--- src/rtl/muldiv_pkg.sv ---
// Shared types and helpers for the iterative RV32M multiply/divide unit.
// Holds the funct3 op encoding, the FSM state codes, the divide-by-zero
// quotient constant and the negation/magnitude helpers.
// Helpers work on a fixed 2*MAX_XLEN container, so XLEN may not exceed MAX_XLEN.
package muldiv_pkg;

   localparam int unsigned MAX_XLEN = 64;

   typedef logic [2*MAX_XLEN-1:0] wide_t;

   // RISC-V M-extension funct3 encoding
   typedef enum logic [2:0] {
      OP_MUL    = 3'b000,
      OP_MULH   = 3'b001,
      OP_MULHSU = 3'b010,
      OP_MULHU  = 3'b011,
      OP_DIV    = 3'b100,
      OP_DIVU   = 3'b101,
      OP_REM    = 3'b110,
      OP_REMU   = 3'b111
   } op_e;

   // FSM state codes
   typedef logic [1:0] state_t;
   localparam state_t ST_IDLE = 2'd0;
   localparam state_t ST_CALC = 2'd1;
   localparam state_t ST_FIX  = 2'd2;
   localparam state_t ST_DONE = 2'd3;

   // Quotient returned for division by zero (all ones, truncated to XLEN)
   localparam logic [MAX_XLEN-1:0] DIV_ZERO_QUOT = '1;

   // Two's-complement negate when neg is set
   function automatic wide_t cond_neg(input wide_t v, input logic neg);
      return neg ? (~v + wide_t'(1)) : v;
   endfunction

   // Magnitude of a zero-extended operand whose sign is given separately
   function automatic wide_t magnitude(input wide_t v, input logic is_neg);
      return cond_neg(v, is_neg);
   endfunction

endpackage

--- src/rtl/muldiv_unit.sv ---
// Iterative RV32M multiply/divide unit (shift-add multiplier, restoring divider).
// Ports:
//   clk, rst_n            clock, async active-low reset
//   kill                  synchronous abort, highest priority
//   in_valid/in_ready     request handshake; op (funct3), src_a, src_b
//   out_valid/out_ready   result handshake; result, zero
//   busy                  unit is not idle
// XLEN must be even, >= 4 and <= MAX_XLEN.
module muldiv_unit
   import muldiv_pkg::*;
#(
   parameter int unsigned XLEN = 32
) (
   input  logic            clk,
   input  logic            rst_n,
   input  logic            kill,
   input  logic            in_valid,
   output logic            in_ready,
   input  logic [2:0]      op,
   input  logic [XLEN-1:0] src_a,
   input  logic [XLEN-1:0] src_b,
   output logic            out_valid,
   input  logic            out_ready,
   output logic [XLEN-1:0] result,
   output logic            zero,
   output logic            busy
);

   localparam int unsigned W2 = 2 * XLEN;
   localparam int unsigned CW = $clog2(XLEN);
   localparam logic [XLEN-1:0] MIN_NEG = {1'b1, {(XLEN-1){1'b0}}};

   state_t          state_q, state_d;
   op_e             op_q, op_d;
   logic            neg_q, neg_d;
   logic [XLEN-1:0] b_q, b_d;
   logic [W2-1:0]   acc_q, acc_d;
   logic [CW-1:0]   cnt_q, cnt_d;
   logic [XLEN-1:0] result_q, result_d;
   logic            zero_q, out_valid_q, in_ready_q, busy_q;

   // Request decode: operand signedness, magnitudes and result sign
   op_e             op_in;
   logic            signed_a, signed_b, sa, sb, res_neg;
   logic [XLEN-1:0] a_mag, b_mag;

   assign op_in    = op_e'(op);
   assign signed_a = (op_in == OP_MULH) || (op_in == OP_MULHSU) ||
                     (op_in == OP_DIV)  || (op_in == OP_REM);
   assign signed_b = (op_in == OP_MULH) || (op_in == OP_DIV) || (op_in == OP_REM);
   assign sa       = signed_a & src_a[XLEN-1];
   assign sb       = signed_b & src_b[XLEN-1];
   assign res_neg  = (op_in == OP_REM) ? sa : (sa ^ sb);
   assign a_mag    = XLEN'(magnitude(wide_t'(src_a), sa));
   assign b_mag    = XLEN'(magnitude(wide_t'(src_b), sb));

   // Fast path: divide by zero and signed overflow resolve without iterating
   logic            div_zero, div_ovf, fast_hit;
   logic [XLEN-1:0] fast_val;

   assign div_zero = (src_b == '0);
   assign div_ovf  = ((op_in == OP_DIV) || (op_in == OP_REM)) &&
                     (src_a == MIN_NEG) && (src_b == '1);
   assign fast_hit = op[2] && (div_zero || div_ovf);
   assign fast_val = div_zero ? (op[1] ? src_a : XLEN'(DIV_ZERO_QUOT))
                              : (op[1] ? '0 : src_a);

   // Multiply step: add multiplicand into the upper half, shift right
   logic [XLEN:0] msum;
   assign msum = {1'b0, acc_q[W2-1:XLEN]} + (acc_q[0] ? {1'b0, b_q} : '0);

   // Divide step: acc = {remainder, dividend/quotient}, shift left and trial subtract
   logic [XLEN:0] rem_sh, trial;
   assign rem_sh = {acc_q[W2-1:XLEN], acc_q[XLEN-1]};
   assign trial  = rem_sh - {1'b0, b_q};

   // Sign fix-up and field select
   logic [W2-1:0]   neg_wide;
   logic [XLEN-1:0] neg_lo, neg_hi, fix_val;

   assign neg_wide = W2'(cond_neg(wide_t'(acc_q), neg_q));
   assign neg_lo   = XLEN'(cond_neg(wide_t'(acc_q[XLEN-1:0]), neg_q));
   assign neg_hi   = XLEN'(cond_neg(wide_t'(acc_q[W2-1:XLEN]), neg_q));

   always_comb begin
      fix_val = neg_lo;
      case (op_q)
         OP_MUL:                        fix_val = neg_wide[XLEN-1:0];
         OP_MULH, OP_MULHSU, OP_MULHU:  fix_val = neg_wide[W2-1:XLEN];
         OP_DIV, OP_DIVU:               fix_val = neg_lo;
         OP_REM, OP_REMU:               fix_val = neg_hi;
         default:                       fix_val = neg_lo;
      endcase
   end

   // Next-state and datapath update
   always_comb begin
      state_d  = state_q;
      op_d     = op_q;
      neg_d    = neg_q;
      b_d      = b_q;
      acc_d    = acc_q;
      cnt_d    = cnt_q;
      result_d = result_q;

      if (kill) begin
         state_d = ST_IDLE;
      end else begin
         case (state_q)
            ST_IDLE: begin
               if (in_valid) begin
                  op_d  = op_in;
                  neg_d = res_neg;
                  b_d   = b_mag;
                  acc_d = {{XLEN{1'b0}}, a_mag};
                  cnt_d = CW'(XLEN - 1);
                  if (fast_hit) begin
                     result_d = fast_val;
                     state_d  = ST_DONE;
                  end else begin
                     state_d  = ST_CALC;
                  end
               end
            end
            ST_CALC: begin
               if (op_q[2]) begin
                  if (!trial[XLEN]) acc_d = {trial[XLEN-1:0], acc_q[XLEN-2:0], 1'b1};
                  else              acc_d = {rem_sh[XLEN-1:0], acc_q[XLEN-2:0], 1'b0};
               end else begin
                  acc_d = {msum, acc_q[XLEN-1:1]};
               end
               if (cnt_q == '0) state_d = ST_FIX;
               else             cnt_d   = cnt_q - CW'(1);
            end
            ST_FIX: begin
               result_d = fix_val;
               state_d  = ST_DONE;
            end
            ST_DONE: begin
               if (out_ready) state_d = ST_IDLE;
            end
            default: state_d = ST_IDLE;
         endcase
      end
   end

   // State, datapath and registered outputs
   always_ff @(posedge clk or negedge rst_n) begin
      if (!rst_n) begin
         state_q     <= ST_IDLE;
         op_q        <= OP_MUL;
         neg_q       <= 1'b0;
         b_q         <= '0;
         acc_q       <= '0;
         cnt_q       <= '0;
         result_q    <= '0;
         zero_q      <= 1'b1;
         out_valid_q <= 1'b0;
         in_ready_q  <= 1'b1;
         busy_q      <= 1'b0;
      end else begin
         state_q     <= state_d;
         op_q        <= op_d;
         neg_q       <= neg_d;
         b_q         <= b_d;
         acc_q       <= acc_d;
         cnt_q       <= cnt_d;
         result_q    <= result_d;
         zero_q      <= (result_d == '0);
         out_valid_q <= (state_d == ST_DONE);
         in_ready_q  <= (state_d == ST_IDLE);
         busy_q      <= (state_d != ST_IDLE);
      end
   end

   assign in_ready  = in_ready_q;
   assign out_valid = out_valid_q;
   assign result    = result_q;
   assign zero      = zero_q;
   assign busy      = busy_q;

endmodule

--- config.mk ---
export PLATFORM = sky130hd
export DESIGN_NAME = muldiv_unit
export DESIGN_NICKNAME = d
export VERILOG_FILES = /design/src/rtl/muldiv_pkg.sv /design/src/rtl/muldiv_unit.sv
export SDC_FILE = /design/constraint.sdc
export NUM_CORES = 1
export LEC_CHECK = 0
export ABC_CLOCK_PERIOD_IN_PS = 12750
export BUFFER_PORTS_ARGS = -buffer_cell sky130_fd_sc_hd__buf_4
export CAP_MARGIN = 20
export CORE_MARGIN = 5
export CORE_UTILIZATION = 30
export CTS_BUF_LIST = sky130_fd_sc_hd__clkbuf_2 sky130_fd_sc_hd__clkbuf_4 sky130_fd_sc_hd__clkbuf_8
export DETAILED_ROUTE_END_ITERATION = 10
export GPL_TIMING_DRIVEN = 0
export HOLD_SLACK_MARGIN = 0.15
export PLACE_DENSITY = 0.45
export SYNTH_ARGS = -nofsm -noshare
export SYNTH_HDL_FRONTEND = slang
export SYNTH_SLANG_ARGS = --single-unit
--- constraint.sdc ---
create_clock -name clk -period 12.75 [get_ports clk]
set_clock_uncertainty 0.05 [all_clocks]
set_input_delay 1.9125 -clock clk [delete_from_list [all_inputs] [get_ports clk]]
set_output_delay 1.9125 -clock clk [all_outputs]
set_load 0.03 [all_outputs]
* Word-level counts from Yosys, hierarchy flattened
Index checks and enable logic that the tools add are counted.
** Word-level totals
- Output and inout bits :: 36
- Flip-flop bits (word level) :: 143
- Input port bits :: 72
** Operators by class
- Mux-type cells :: 28
- Bitwise operators :: 9
- Reduce and logical (&&, ||, !) cells :: 24
- $add $sub $neg :: 8
- Equality and inequality tests :: 19
** Operator list (number)
- 2-to-1 mux 32 bit :: 11
- 2-to-1 mux 64 bit :: 4
- adder 32 x 1 -> 32 bit, second input constant :: 4
- NOT 32 bit :: 4
- one-hot mux 32 bit (4 select lines) :: 1
- one-hot mux 64 bit (2 select lines) :: 1
- adder 64 x 1 -> 64 bit, second input constant :: 1
- == test 32 bit, second input constant :: 2
- zero test 32 bit :: 2
- NOT 64 bit :: 1
- one-hot mux 32 bit (2 select lines) :: 1
- adder 32 x 32 -> 33 bit :: 1
- subtractor 33 x 32 -> 33 bit :: 1
- == test 3 bit, second input constant :: 6
- 2-to-1 mux 2 bit :: 5
- 2-to-1 mux 5 bit :: 2
- one-hot mux 5 bit (2 select lines) :: 1
- == test 3 x 2 -> 1 bit, second input constant :: 3
- one-hot mux 2 bit (4 select lines) :: 1
- logical OR 1 bit :: 7
- == test 2 bit, second input constant :: 3
- == test 3 x 1 -> 1 bit, second input constant :: 2
- AND reduction 3 bit :: 2
- zero test 5 bit :: 1
- 14 further kinds :: 21

* Depth between registers and ports, before layout
- Depth after elaboration :: 11
- Depth in mapped cells :: 16
- Depth with buffers taken out :: 14

* Worst setup path after synthesis
No wires, ideal clock.
- Kind :: input-to-reg
- Start :: input port src_b[16]
- End :: register zero_q, in the netlist zero
- Path buffers :: 1
- Arrival time :: 5291 ps
- Slack :: 7319 ps
- Cell stages on the path :: 10
- Library setup time :: 90 ps
- Path through :: or4_4 -> or4_4 -> nor4_4 -> a31o_2 -> o21bai_2 -> buf_6 -> a211o_4 -> or4_1 -> or4_1 -> nor4_2
** Between the ends
- Word-level cells in the longest chain between the ends :: 9
** RTL lines
- start: declaration :: RTL line muldiv_unit.sv:21 : input logic [XLEN-1:0] src_b,
- == test 32 bit :: RTL line muldiv_unit.sv:63 : (src_a == MIN_NEG) && (src_b == '1);
- logical AND 1 bit :: RTL line muldiv_unit.sv:63
- logical OR 1 bit :: RTL line muldiv_unit.sv:64 : assign fast_hit = op[2] && (div_zero || div_ovf);
- logical AND 1 bit :: RTL line muldiv_unit.sv:64
- 2-to-1 mux 32 bit * :: RTL line muldiv_unit.sv:117 : if (fast_hit) begin
- 2-to-1 mux 32 bit * :: RTL line muldiv_unit.sv:111 : if (in_valid) begin
- one-hot mux 32 bit (2 select lines) * :: RTL line muldiv_unit.sv:109 : case (state_q)
- 2-to-1 mux 32 bit * :: RTL line muldiv_unit.sv:106 : if (kill) begin
- named net result_d[20] :: RTL line muldiv_unit.sv:39 : logic [XLEN-1:0] result_q, result_d;
- zero test 32 bit * :: RTL line muldiv_unit.sv:169 : zero_q <= (result_d == '0);
- end signal: assignment :: RTL line muldiv_unit.sv:169
- end: declaration :: RTL line muldiv_unit.sv:40 : logic zero_q, out_valid_q, in_ready_q, busy_q;
The timed path passes the listed nets; every way through them passes the cells marked *.
A chain may end at the register's enable or synchronous reset.

* Final worst setup path
- Start :: register acc_q[0]
- End :: register zero_q, in the netlist zero
** Between the ends
- Word-level cells in the longest chain between the ends :: 7
** RTL lines
- start: declaration :: RTL line muldiv_unit.sv:37 : logic [W2-1:0] acc_q, acc_d;
- start signal: assignment :: RTL line muldiv_unit.sv:154 : acc_q <= '0;
- start signal: assignment :: RTL line muldiv_unit.sv:166 : acc_q <= acc_d;
- NOT 64 bit or NOT 32 bit (tied branches) :: RTL line muldiv_pkg.sv:35 : return neg ? (~v + wide_t'(1)) : v;
- adder 64 x 1 -> 64 bit or adder 32 x 1 -> 32 bit (tied branches) :: RTL line muldiv_pkg.sv:35
- 2-to-1 mux 64 bit or 2-to-1 mux 32 bit (tied branches) :: RTL line muldiv_pkg.sv:35
- one-hot mux 32 bit (4 select lines) * :: RTL line muldiv_unit.sv:87 : case (op_q)
- one-hot mux 32 bit (2 select lines) * :: RTL line muldiv_unit.sv:109
- 2-to-1 mux 32 bit * :: RTL line muldiv_unit.sv:106
- named net result_d[26] :: RTL line muldiv_unit.sv:39
- zero test 32 bit * :: RTL line muldiv_unit.sv:169
Marks and branches as above.

==> flow_metrics.env <==
export IMPL_fmax_ghz=0.168
export IMPL_startpoint_type="flip-flop"
export IMPL_firstDrtPassIters=5
export IMPL_cts_tree="built"
export IMPL_synth_area_um2=15100
export IMPL_avgViaCountPerCell=5.84
export IMPL_antenna_found_initial=1
export IMPL_post_cts_buffers=0
export IMPL_coreArea_um2=50100
export IMPL_critPathRequiredTime_ns=13.18
export IMPL_clock_sinks=143
export IMPL_route_detailed_drc=0
export IMPL_io_buffers=102
export IMPL_final_antenna_net_count=0
export IMPL_timing_final_crit_share_pct=46.7
export IMPL_synth_fp_nets=2144
export IMPL_min_period_ns=5.95
export IMPL_grt_pass1_vias=16300
export IMPL_setup_viol_count_final=0
export IMPL_final_util_pct=34.4
export IMPL_slowest_stage="nor4b_1"
export IMPL_nNetsFinal=2270
export IMPL_r2r_end="zero$_DFF_PN1_"
export IMPL_clk_path_buf_depth=2
export IMPL_outcome="completed"
export IMPL_grt_overflow_total=0
export IMPL_critPathArrivalTime_ns=6.38
export IMPL_gp_congestion=1.01
export IMPL_dp_cells=2779
export IMPL_ys_types=88
export IMPL_p_sw_mw=1.46
export IMPL_slowest_delay_ns=0.83
export IMPL_grt_pass1_wl_mm=110
export IMPL_reg2reg_from="acc_q[0]$_DFFE_PN0P_"
export IMPL_grt_setup_unrepaired="false"
export IMPL_placementRows=82
export IMPL_leakagePower_nw=7.21
export IMPL_dpl_cell_area_um2=16800
export IMPL_cell_internal_pwr_mw=1.28
export IMPL_synth_main_ff_cell="dfrtp_1"
export IMPL_wl_per_cell_um=26.7
export IMPL_r2r_setup_slack_ns=6.80
export IMPL_drt_iter0_markers=1350
export IMPL_reg2reg_depth=13
export IMPL_nFillCells=5547
export IMPL_maxSlewHeadroom_pct=21.7
export IMPL_die_h_um=235
export IMPL_die_area_um2=55100
export IMPL_tns_ns=0
export IMPL_synth_edf_count=0
export IMPL_min_path_type="reg -> reg"
export IMPL_instances_no_fill=2813
export IMPL_cts_made_buffers=17
export IMPL_grt_usage_pct=26.4
export IMPL_min_to="b_q[6]$_DFFE_PN0P_"
export IMPL_synth_seq_cells=143
export IMPL_ios=108
export IMPL_clk_pin_slew_ns=0.10
export IMPL_drive_above_1_share_pct=9.40
export IMPL_power_frac_comb_pct=62.8
export IMPL_yosysWarningCount=0
export IMPL_cts_resized=0
export IMPL_tightestPinTransition_ns=1.14
export IMPL_avgSynthCellArea_um2=7.57
export IMPL_crit_fanout=10
export IMPL_holdPathStages=2
export IMPL_clock_latency_ns=0.58
export IMPL_ys_seq_area_share_pct=23.7
export IMPL_drv_slew=0
export IMPL_crit_type="reg -> reg"
export IMPL_ir_worst_vdd_mv=0.0869
export IMPL_cts_root_buf="clkbuf_8"
export IMPL_place_hpwl_mm=61.0
export IMPL_grt_max_degree=85
export IMPL_power_density_nw_per_um2=159
export IMPL_synthArstFlopShare_pct=100
export IMPL_cts_hold_buffers_added=0
export IMPL_power_share_sequential_pct=22.9
export IMPL_cp_cell_sequence="inv_1, buf_1, ha_1, nor4b_1, nand4_1, nor4_1, nand3_1, mux2_2, a31oi_1, a221o_1, nor3_1, or4bb_1, nor4_2"
export IMPL_hold_start="b_q[6]$_DFFE_PN0P_"
export IMPL_sw_frac_of_total_pct=53.3
export IMPL_hold_violations=0
export IMPL_syn_to_final_growth_pct=13.8
export IMPL_fin_area_um2=17200
export IMPL_clkPwrFrac_pct=14.3
export IMPL_die_w_um=235
export IMPL_start_util_pct=30.2
export IMPL_wl_mm=75.0
export IMPL_crit_path_end_kind="flip-flop"
export IMPL_vias=16400
export IMPL_synthCells=2000
export IMPL_htreeDepth=4
export IMPL_maxCapViolations=0
## logic make-up after synthesis
family / synth area share, %
simple gates: 22.9
compound gates: 27.2
buf+inv: 5.59
xor+xnor: 9.49
flops: 23.7
fa+ha+maj: 7.04
mux: 4.15
## worst max path at each step
stage                              start        endpoint  cells after the start
floorplan                      src_b[16]  zero$_DFF_PN1_                     10
global placement               src_a[31]  zero$_DFF_PN1_                     11
detailed placement             src_a[31]  zero$_DFF_PN1_                     12
CTS                            src_a[31]  zero$_DFF_PN1_                     12
global route        acc_q[0]$_DFFE_PN0P_  zero$_DFF_PN1_                     13
finish              acc_q[0]$_DFFE_PN0P_  zero$_DFF_PN1_                     13
## cell usage in the layout, fill, tap and decap left out, drive strengths merged, types with 7 or more instances in the layout
cell	count
a211o	7
a211oi	19
a21o	40
a21oi	116
a221o	14
a221oi	7
a22oi	30
a31oi	20
and2	12
and3	15
buf	128
clkbuf	143
dfrtp	141
ha	70
inv	73
maj3	15
mux2i	56
nand2	228
nand2b	17
nand3	42
nand4	33
nor2	154
nor2b	11
nor3	58
nor4	33
o211ai	25
o21a	9
o21ai	198
o21bai	10
o221ai	13
o22ai	17
o31ai	37
o41ai	11
or2	13
or3	23
or4	29
xnor2	82
xor2	82
## metrics by stage
step / hold WS [ns] / setup slack (ns) / power (mW)
floorplan: 0.400 / 7.32 / 1.73
global placement: 0.414 / 5.10 / 2.31
detailed placement: 0.421 / 6.26 / 2.32
CTS: 0.444 / 6.89 / 2.72
global route: 0.467 / 6.57 / 2.91
finish: 0.432 / 6.80 / 2.74
## registers in the layout (all words and copies together), names as in the netlist
register	count
acc_q	64
b_q	32
result	32
cnt_q	5
op_q	3
state_q	2
busy	1
in_ready	1
neg_q	1
out_valid	1
zero	1
## area by class of cell
| type | instances | area, µm² | area share, % |
|---|---|---|---|
| Tap cell | 672 | 841 | 4.88 |
| Timing Repair Buffer | 107 | 831 | 4.82 |
| Buffer | 147 | 599 | 3.48 |
| Antenna cell | 2 | 5.00 | 0.0291 |
| Clock inverter | 14 | 150 | 0.872 |
| Inverter | 66 | 248 | 1.44 |
| Multi-Input combinational cell | 1644 | 10700 | 62.3 |
| Sequential cell | 143 | 3580 | 20.8 |
| Clock buffer | 18 | 241 | 1.40 |
## power by group through the flow
stage | registers (mW) | logic (mW) | clock network, mW
3_5_place_dp | 0.635 | 1.68 | 0
5_1_grt | 0.640 | 1.85 | 0.419
4_1_cts | 0.626 | 1.69 | 0.407
3_3_place_gp | 0.634 | 1.67 | 0
6_report | 0.627 | 1.72 | 0.391
2_1_floorplan | 0.597 | 1.13 | 0
## routing by layer
layer	wire (µm)	part of all wire (%)	track usage, %
met5	0	0	0
met4	4470	6.0	14.1
met3	4320	5.8	4.02
met2	35200	47	43.6
met1	31000	41	33.4
## Yosys cell counts (all sizes together) (22+ instances only)
library cell,number,area [µm²]
nand2,228,856
o21ai,198,991
nor2,154,578
dfrtp,141,3530
clkbuf,125,469
a21oi,116,581
xnor2,82,718
xor2,82,718
ha,70,876
inv,66,248
nor3,58,290
mux2i,56,561
nand3,42,210
a21o,40,302
o31ai,37,278
nand4,33,206
nor4,33,262
a22oi,30,225
or4,29,233
o211ai,25,193
or3,23,149
buf,22,130
## worst max-delay path, delay by kind of cell (launching register included)
kind / cells / cell delay [ns]
and+or+nand+nor: 7 / 3.13
adders and majority gates: 1 / 0.32
buffers and inverters: 2 / 1.02
DFF: 1 / 0.49
AOI/OAI and AO/OA: 2 / 0.52
muxes: 1 / 0.30
No activity file was read; power rests on OpenSTA's default activity.
